--- src/rtl/core_pkg.sv ---
// Shared core types and defaults used by the writeback path.
package core_pkg;

  localparam int unsigned DATA_W = 32;
  localparam int unsigned TAG_W  = 5;
  localparam int unsigned NUM_FU = 3;

  typedef struct packed {
    logic [DATA_W-1:0] value;
    logic [TAG_W-1:0]  rob_idx;
  } wb_entry_t;

endpackage

--- src/rtl/wb_arbiter_if.sv ---
// Functional-unit writeback channels in, ROB update ports out.
interface wb_arbiter_if #(
  parameter int unsigned NUM_CH   = core_pkg::NUM_FU,
  parameter int unsigned WB_PORTS = 1,
  parameter int unsigned DATA_W   = core_pkg::DATA_W,
  parameter int unsigned TAG_W    = core_pkg::TAG_W
);

  logic [NUM_CH-1:0]          ch_valid_i;
  logic [NUM_CH-1:0]          ch_ready_o;
  logic [NUM_CH*DATA_W-1:0]   ch_value_i;
  logic [NUM_CH*TAG_W-1:0]    ch_rob_idx_i;
  logic                       wb_ready_i;
  logic [WB_PORTS-1:0]        wb_valid_o;
  logic [WB_PORTS*DATA_W-1:0] wb_value_o;
  logic [WB_PORTS*TAG_W-1:0]  wb_rob_idx_o;

  // Arbiter side.
  modport slave (
    input  ch_valid_i, ch_value_i, ch_rob_idx_i, wb_ready_i,
    output ch_ready_o, wb_valid_o, wb_value_o, wb_rob_idx_o
  );

  // Functional-unit / ROB side.
  modport master (
    output ch_valid_i, ch_value_i, ch_rob_idx_i, wb_ready_i,
    input  ch_ready_o, wb_valid_o, wb_value_o, wb_rob_idx_o
  );

endinterface

--- src/rtl/wb_fifo.sv ---
// Single-channel writeback FIFO with synchronous clear; a full FIFO never accepts.
module wb_fifo #(
  parameter int unsigned Depth = 2,
  parameter type entry_t = logic [31:0]
) (
  input  logic   clk_i,
  input  logic   clr_i,
  input  logic   push_i,
  input  logic   pop_i,
  input  entry_t data_i,
  output entry_t data_o,
  output logic   full_o,
  output logic   empty_o
);

  localparam int unsigned PtrW = $clog2(Depth);
  localparam logic [PtrW:0] FullCount = (PtrW + 1)'(Depth);

  entry_t          mem_q [Depth];
  logic [PtrW-1:0] wr_ptr_q, rd_ptr_q;
  logic [PtrW:0]   count_q, count_d;
  logic            do_push, do_pop;

  assign full_o  = (count_q == FullCount);
  assign empty_o = (count_q == '0);
  assign do_push = push_i & ~full_o;
  assign do_pop  = pop_i & ~empty_o;
  assign data_o  = mem_q[rd_ptr_q];

  always_comb begin
    count_d = count_q + {{PtrW{1'b0}}, do_push} - {{PtrW{1'b0}}, do_pop};
  end

  always_ff @(posedge clk_i) begin
    if (clr_i) begin
      wr_ptr_q <= '0;
      rd_ptr_q <= '0;
      count_q  <= '0;
    end else begin
      if (do_push) begin
        mem_q[wr_ptr_q] <= data_i;
        wr_ptr_q        <= wr_ptr_q + 1'b1;
      end
      if (do_pop) begin
        rd_ptr_q <= rd_ptr_q + 1'b1;
      end
      count_q <= count_d;
    end
  end

endmodule

--- src/rtl/wb_arbiter.sv ---
// Round-robin writeback arbiter: per-channel FIFOs drained into registered ROB update ports.
module wb_arbiter #(
  parameter int unsigned NUM_CH     = core_pkg::NUM_FU,
  parameter int unsigned WB_PORTS   = 1,
  parameter int unsigned FIFO_DEPTH = 2,
  parameter int unsigned DATA_W     = core_pkg::DATA_W,
  parameter int unsigned TAG_W      = core_pkg::TAG_W
) (
  input logic          clk_i,
  input logic          reset_i,
  input logic          flush_i,
  wb_arbiter_if.slave  bus
);

  localparam int unsigned ChW = $clog2(NUM_CH);

  typedef struct packed {
    logic [DATA_W-1:0] value;
    logic [TAG_W-1:0]  rob_idx;
  } entry_t;

  logic                clr;
  logic                can_load;
  logic [NUM_CH-1:0]   full, empty, push, pop;
  entry_t              head [NUM_CH];
  logic [ChW-1:0]      rr_ptr_q, rr_ptr_d;
  logic [WB_PORTS-1:0] wb_valid_q, wb_valid_d;
  entry_t              wb_entry_q [WB_PORTS];
  entry_t              wb_entry_d [WB_PORTS];
  logic [ChW:0]        scan_sum;
  logic [ChW-1:0]      scan_ch;
  int unsigned         n_grant;

  assign clr            = reset_i | flush_i;
  assign bus.ch_ready_o = ~full & {NUM_CH{~clr}};
  assign push           = bus.ch_valid_i & bus.ch_ready_o;
  // Output stage loads when the ROB takes it or nothing is currently presented.
  assign can_load       = bus.wb_ready_i | ~(|wb_valid_q);

  for (genvar c = 0; c < NUM_CH; c++) begin : g_ch
    entry_t din;
    assign din.value   = bus.ch_value_i[c*DATA_W +: DATA_W];
    assign din.rob_idx = bus.ch_rob_idx_i[c*TAG_W +: TAG_W];

    wb_fifo #(
      .Depth   (FIFO_DEPTH),
      .entry_t (entry_t)
    ) u_fifo (
      .clk_i   (clk_i),
      .clr_i   (clr),
      .push_i  (push[c]),
      .pop_i   (pop[c]),
      .data_i  (din),
      .data_o  (head[c]),
      .full_o  (full[c]),
      .empty_o (empty[c])
    );
  end

  always_comb begin
    pop        = '0;
    wb_valid_d = wb_valid_q;
    wb_entry_d = wb_entry_q;
    rr_ptr_d   = rr_ptr_q;
    scan_sum   = '0;
    scan_ch    = '0;
    n_grant    = 0;
    if (can_load) begin
      wb_valid_d = '0;
      for (int unsigned p = 0; p < WB_PORTS; p++) begin
        wb_entry_d[p] = '0;
      end
      for (int unsigned i = 0; i < NUM_CH; i++) begin
        scan_sum = {1'b0, rr_ptr_q} + (ChW + 1)'(i);
        if (scan_sum >= (ChW + 1)'(NUM_CH)) begin
          scan_sum = scan_sum - (ChW + 1)'(NUM_CH);
        end
        scan_ch = scan_sum[ChW-1:0];
        if (!empty[scan_ch] && (n_grant < WB_PORTS)) begin
          // The k-th grant of the cycle lands on port k.
          for (int unsigned p = 0; p < WB_PORTS; p++) begin
            if (n_grant == p) begin
              wb_valid_d[p] = 1'b1;
              wb_entry_d[p] = head[scan_ch];
            end
          end
          pop[scan_ch] = 1'b1;
          n_grant      = n_grant + 1;
          rr_ptr_d     = (scan_ch == ChW'(NUM_CH - 1)) ? '0 : scan_ch + 1'b1;
        end
      end
    end
  end

  always_ff @(posedge clk_i) begin
    if (clr) begin
      rr_ptr_q   <= '0;
      wb_valid_q <= '0;
      for (int unsigned p = 0; p < WB_PORTS; p++) begin
        wb_entry_q[p] <= '0;
      end
    end else begin
      rr_ptr_q   <= rr_ptr_d;
      wb_valid_q <= wb_valid_d;
      wb_entry_q <= wb_entry_d;
    end
  end

  assign bus.wb_valid_o = wb_valid_q;
  for (genvar p = 0; p < WB_PORTS; p++) begin : g_out
    assign bus.wb_value_o[p*DATA_W +: DATA_W] = wb_entry_q[p].value;
    assign bus.wb_rob_idx_o[p*TAG_W +: TAG_W] = wb_entry_q[p].rob_idx;
  end

endmodule

--- src/flat_wrapper.sv ---
// flat-port wrapper written by rule: the top's interface ports become plain ports
module wb_arbiter_flat 
#(
  parameter int unsigned NUM_CH     = core_pkg::NUM_FU,
  parameter int unsigned WB_PORTS   = 1,
  parameter int unsigned FIFO_DEPTH = 2,
  parameter int unsigned DATA_W     = core_pkg::DATA_W,
  parameter int unsigned TAG_W      = core_pkg::TAG_W
)
  (clk_i, reset_i, flush_i, bus_ch_valid_i, bus_ch_value_i, bus_ch_rob_idx_i, bus_wb_ready_i, bus_ch_ready_o, bus_wb_valid_o, bus_wb_value_o, bus_wb_rob_idx_o);
  wb_arbiter_if #(.NUM_CH(NUM_CH), .WB_PORTS(WB_PORTS), .DATA_W(DATA_W), .TAG_W(TAG_W)) bus_i ();
  input logic clk_i;
  input logic reset_i;
  input logic flush_i;
  input wire logic [$bits(bus_i.ch_valid_i)-1:0] bus_ch_valid_i;
  input wire logic [$bits(bus_i.ch_value_i)-1:0] bus_ch_value_i;
  input wire logic [$bits(bus_i.ch_rob_idx_i)-1:0] bus_ch_rob_idx_i;
  input wire logic [$bits(bus_i.wb_ready_i)-1:0] bus_wb_ready_i;
  output wire logic [$bits(bus_i.ch_ready_o)-1:0] bus_ch_ready_o;
  output wire logic [$bits(bus_i.wb_valid_o)-1:0] bus_wb_valid_o;
  output wire logic [$bits(bus_i.wb_value_o)-1:0] bus_wb_value_o;
  output wire logic [$bits(bus_i.wb_rob_idx_o)-1:0] bus_wb_rob_idx_o;
  assign bus_i.ch_valid_i = bus_ch_valid_i;
  assign bus_i.ch_value_i = bus_ch_value_i;
  assign bus_i.ch_rob_idx_i = bus_ch_rob_idx_i;
  assign bus_i.wb_ready_i = bus_wb_ready_i;
  assign bus_ch_ready_o = bus_i.ch_ready_o;
  assign bus_wb_valid_o = bus_i.wb_valid_o;
  assign bus_wb_value_o = bus_i.wb_value_o;
  assign bus_wb_rob_idx_o = bus_i.wb_rob_idx_o;
  wb_arbiter #(.NUM_CH(NUM_CH), .WB_PORTS(WB_PORTS), .FIFO_DEPTH(FIFO_DEPTH), .DATA_W(DATA_W), .TAG_W(TAG_W)) u_core (.clk_i(clk_i), .reset_i(reset_i), .flush_i(flush_i), .bus(bus_i));
endmodule
--- config.mk ---
export PLATFORM = sky130hd
export DESIGN_NAME = wb_arbiter_flat
export DESIGN_NICKNAME = d
export VERILOG_FILES = /design/src/rtl/core_pkg.sv /design/src/rtl/wb_arbiter_if.sv /design/src/rtl/wb_fifo.sv /design/src/rtl/wb_arbiter.sv /design/src/flat_wrapper.sv
export SDC_FILE = /design/constraint.sdc
export NUM_CORES = 1
export LEC_CHECK = 0
export ABC_AREA = 1
export BUFFER_PORTS_ARGS = -buffer_cell sky130_fd_sc_hd__buf_2
export CAP_MARGIN = 20
export CORE_ASPECT_RATIO = 1.2
export CORE_MARGIN = 5
export CORE_UTILIZATION = 50
export DETAILED_ROUTE_END_ITERATION = 6
export GPL_TIMING_DRIVEN = 1
export PLACE_DENSITY = 0.68
export SETUP_SLACK_MARGIN = 0.02
export SLEW_MARGIN = 20
export SYNTH_ARGS = -nofsm -noshare
export SYNTH_HDL_FRONTEND = slang
export SYNTH_SLANG_ARGS = --single-unit
--- constraint.sdc ---
create_clock -name clk_i -period 4 [get_ports clk_i]
set_clock_uncertainty 0.15 [all_clocks]
set_input_delay 0.4 -clock clk_i [delete_from_list [all_inputs] [get_ports clk_i]]
set_output_delay 0.4 -clock clk_i [all_outputs]
set_load 0.02 [all_outputs]
==> metrics.txt <==
outcome finished, final reports clean; routability cong. 0.8745; die area 30130 µm²; GRT Overall Usage 25.73%; GRT overflow 0; RR Endpoint u_core.g_ch[2].u_fifo.count_q[1]; main area contributors after synthesis edfxtp_1 50%, nand2_1 18%, dfxtp_1 8.2%, o21ai_0 3.9%, o211ai_1 3.8%; Slew Limit Fails 0; Compound-Gate Fraction of Synth Area 10.54%; clock latency on the worst-skew pair 0.55 ns; largest net degree at the start of global routing 52; Synth warnings 0; CP arrival 3.58 ns; TritonRoute pass-1 iters 6; site row count 65; vias in the first global route 10920; max capacitance violation total 0; HP Start reset_i; WL/cell 19.06 µm; async set-reset flop share out of synthesis 0%; antenna cells 0; height of the die 189.1 µm; R2R Setup Slk 0.75 ns; CTS Sinks 277; post-synthesis mux area share 0%; worst r2r path cells 19; Peak VDD IR 402.4 µV; Longest Clk Path Bufs 3; WS Path Type flip-flop to flip-flop; Mapped Cells 1500; CTS Hold Bufs 111; # setup viols final 0; worst hold path type input port to flip-flop; Tcrit/Tclk final 81.36%; P_leak 0.006701 µW; Reg2Reg Launch Point u_core.rr_ptr_q[0]; CP Launch Type flip-flop; Worst Setup End Kind flip-flop; Pwr Density 616.5 nW/µm²; initial antenna violation count 0; global-route wire length before repair 61760 µm; hold path endpoint u_core.g_ch[2].u_fifo.count_q[0]; Yosys top cell by area edfxtp_1; DRT iter0 DRCs 1032; Layout area overhead 22.45%; final WL 39870 µm; CTS Buf Count 28; Peak Freq 307.3 MHz; CP cell instances inv_1 > ha_1 > inv_4 > nand2_1 > nand2_1 > inv_1 > nor2_1 > nand2_2 > nor2_4 > nand2_1 > nand2_1 > nand2_1 > nor2_1 > ha_1 > inv_1 > ha_1 > xor2_1 > o21ai_0 > a21oi_1; crit-path most repeated cell nand2_1; number of nets in the layout 1863; Vias/cell 5.438; WP data required 4.32 ns; layout cells sized above 1 15.59%; Die X 159.3 µm; Yosys reg bits 277; slew margin rel. 35.89%; Min Clock Period, post-route 3.255 ns; Main synth FF type edfxtp_1; slowest CP cell ha_1; unrepaired setup endpoints after global routing false; Routed Antenna Nets 0; Worst-Margin Slew 0.9606 ns; Post-Syn Area 13370 µm²; Fin. Hold Viols 0; Worst Path Max Fanout 23; CTS clock-pin slew for the worst setup and hold paths 0.06 ns; number of distinct library cells after synthesis 31; Core Area 26350 µm²; post-CTS sizing 0; largest family of logic cells by synthesized area simple AND/OR/NAND/NOR gates; htree depth 1; postcts setup bufs 0; Simple-Gate Fraction of Synth Area 25.02%; DRC Markers 0; via count 11380; TNS Setup 0 ns; Avg Cell Area, Syn 8.914 µm²; Cells on Worst Hold Path 4; dpl hpwl 25300 µm; io pins 159; port bufs 158; starting density of the core 50.75%; Synth Area in Adders 0.9357%; CTS root buffer clkbuf_16; Power Total 10090 µW; register area share after synthesis 58.09%; final core utilization 62.14%; XOR/XNOR Fraction of Synth Area 0.1965%; Post-synth EDFFs 222; top-area cell type share of the netlist area 49.85%; slowest cell delay on critical path 0.43 ns; Syn Nets 1628; TritonCTS clock tree built
## metal layers
metal	wire (µm)	global-route usage, %	vias to the layer above	part of all wire, %
met5	0	0	-	0
met3	3763	5.683	77	9.4
met4	1567	9.583	0	3.9
met1	16360	34.80	5275	41
met2	18180	40.98	522	46
li1	-	-	5503	-
## placed cells by master, fill, tap and decap left out, types with 26 or more instances in the layout
cell           instances
and2_1                27
nand3_1               82
dlygate4sd3_1        111
dfxtp_1               55
nand2_1              628
buf_2                158
edfxtp_1             222
o211ai_1              67
nor2_1                39
a21oi_1               53
o21ai_0              103
clkbuf_16             29
inv_1                 50
buf_4                 26
## kinds of logic after synthesis
| logic type | after synthesis |
|---|---|
| compound gates | 242 |
| fa+ha+maj | 10 |
| simple gates | 817 |
| xor+xnor | 3 |
| buf+inv | 151 |
| flops | 277 |
## registers in the layout, indices dropped and copies added (netlist names), named ones only
register,count
u_core.rr_ptr_q,2
u_core.bus.wb_value_o,32
u_core.bus.wb_valid_o,1
u_core.g_ch.u_fifo.mem_q,222
u_core.g_ch.u_fifo.wr_ptr_q,3
u_core.g_ch.u_fifo.rd_ptr_q,3
u_core.bus.wb_rob_idx_o,5
u_core.g_ch.u_fifo.count_q,6
## synth_stat cells, types with 10 or more instances
cell	count
a21oi_1	53
a31oi_1	10
and2_1	27
buf_2	29
clkbuf_1	39
dfxtp_1	55
edfxtp_1	222
ha_1	10
inv_1	51
nand2_1	628
nand3_1	82
nor2_1	46
o211ai_1	67
o21ai_0	103
or2_2	19
## worst max path at each step
| stage | from | end | slack (ns) | cells past startpoint |
|---|---|---|---|---|
| final | u_core.rr_ptr_q[0] | u_core.g_ch[2].u_fifo.count_q[1] | 0.75 | 19 |
| after CTS | u_core.rr_ptr_q[0] | u_core.g_ch[2].u_fifo.count_q[1] | 0.75 | 19 |
| after detailed placement | u_core.rr_ptr_q[0] | u_core.g_ch[1].u_fifo.count_q[1] | 0.82 | 19 |
| after global placement | u_core.rr_ptr_q[0] | u_core.g_ch[2].u_fifo.count_q[1] | 0.86 | 19 |
| after floorplan | flush_i | u_core.g_ch[1].u_fifo.mem_q[0][0] | 0.55 | 5 |
| after global routing | u_core.rr_ptr_q[1] | u_core.g_ch[2].u_fifo.count_q[1] | 0.37 | 18 |
## worst max-delay path: cells and delay by family, from the launching register on
| family | cells | cell delay [ns] |
|---|---|---|
| buf+inv | 4 | 0.49 |
| fa+ha+maj | 3 | 0.82 |
| xor+xnor | 1 | 0.19 |
| flops | 1 | 0.38 |
| compound gates | 2 | 0.28 |
| simple gates | 9 | 0.90 |
## layout make-up
cell class              count  area [µm²]
fillers                  2227        9977
well taps                 335       419.2
inverters                  61       234.0
multi-input cells        1072        4959
clock inverters            17       138.9
clock buffers              35       758.2
flip-flops and latches    277        7767
repair buffers            295        2097
## where the power goes
group	switching (µW)	leakage (µW)	internal (µW)
logic	2810	0.00379	1260
registers	145	0.00246	3310
clock network	1090	0.000444	1470
## per-stage QoR
stage          worst slack [ns]  instances  hold WS [ns]  cell area (µm²)
2_1_floorplan            0.5480       1500        0.3041            13370
3_3_place_gp             0.8626       1929        0.3186            14370
3_5_place_dp             0.8202       1929        0.3320            14370
4_1_cts                  0.7453       2092        0.1597            16370
5_1_grt                  0.3689       2092        0.1999            16370
6_report                 0.7454       2092        0.1664            16370
Note: power is estimated with default switching activity, not from simulation.
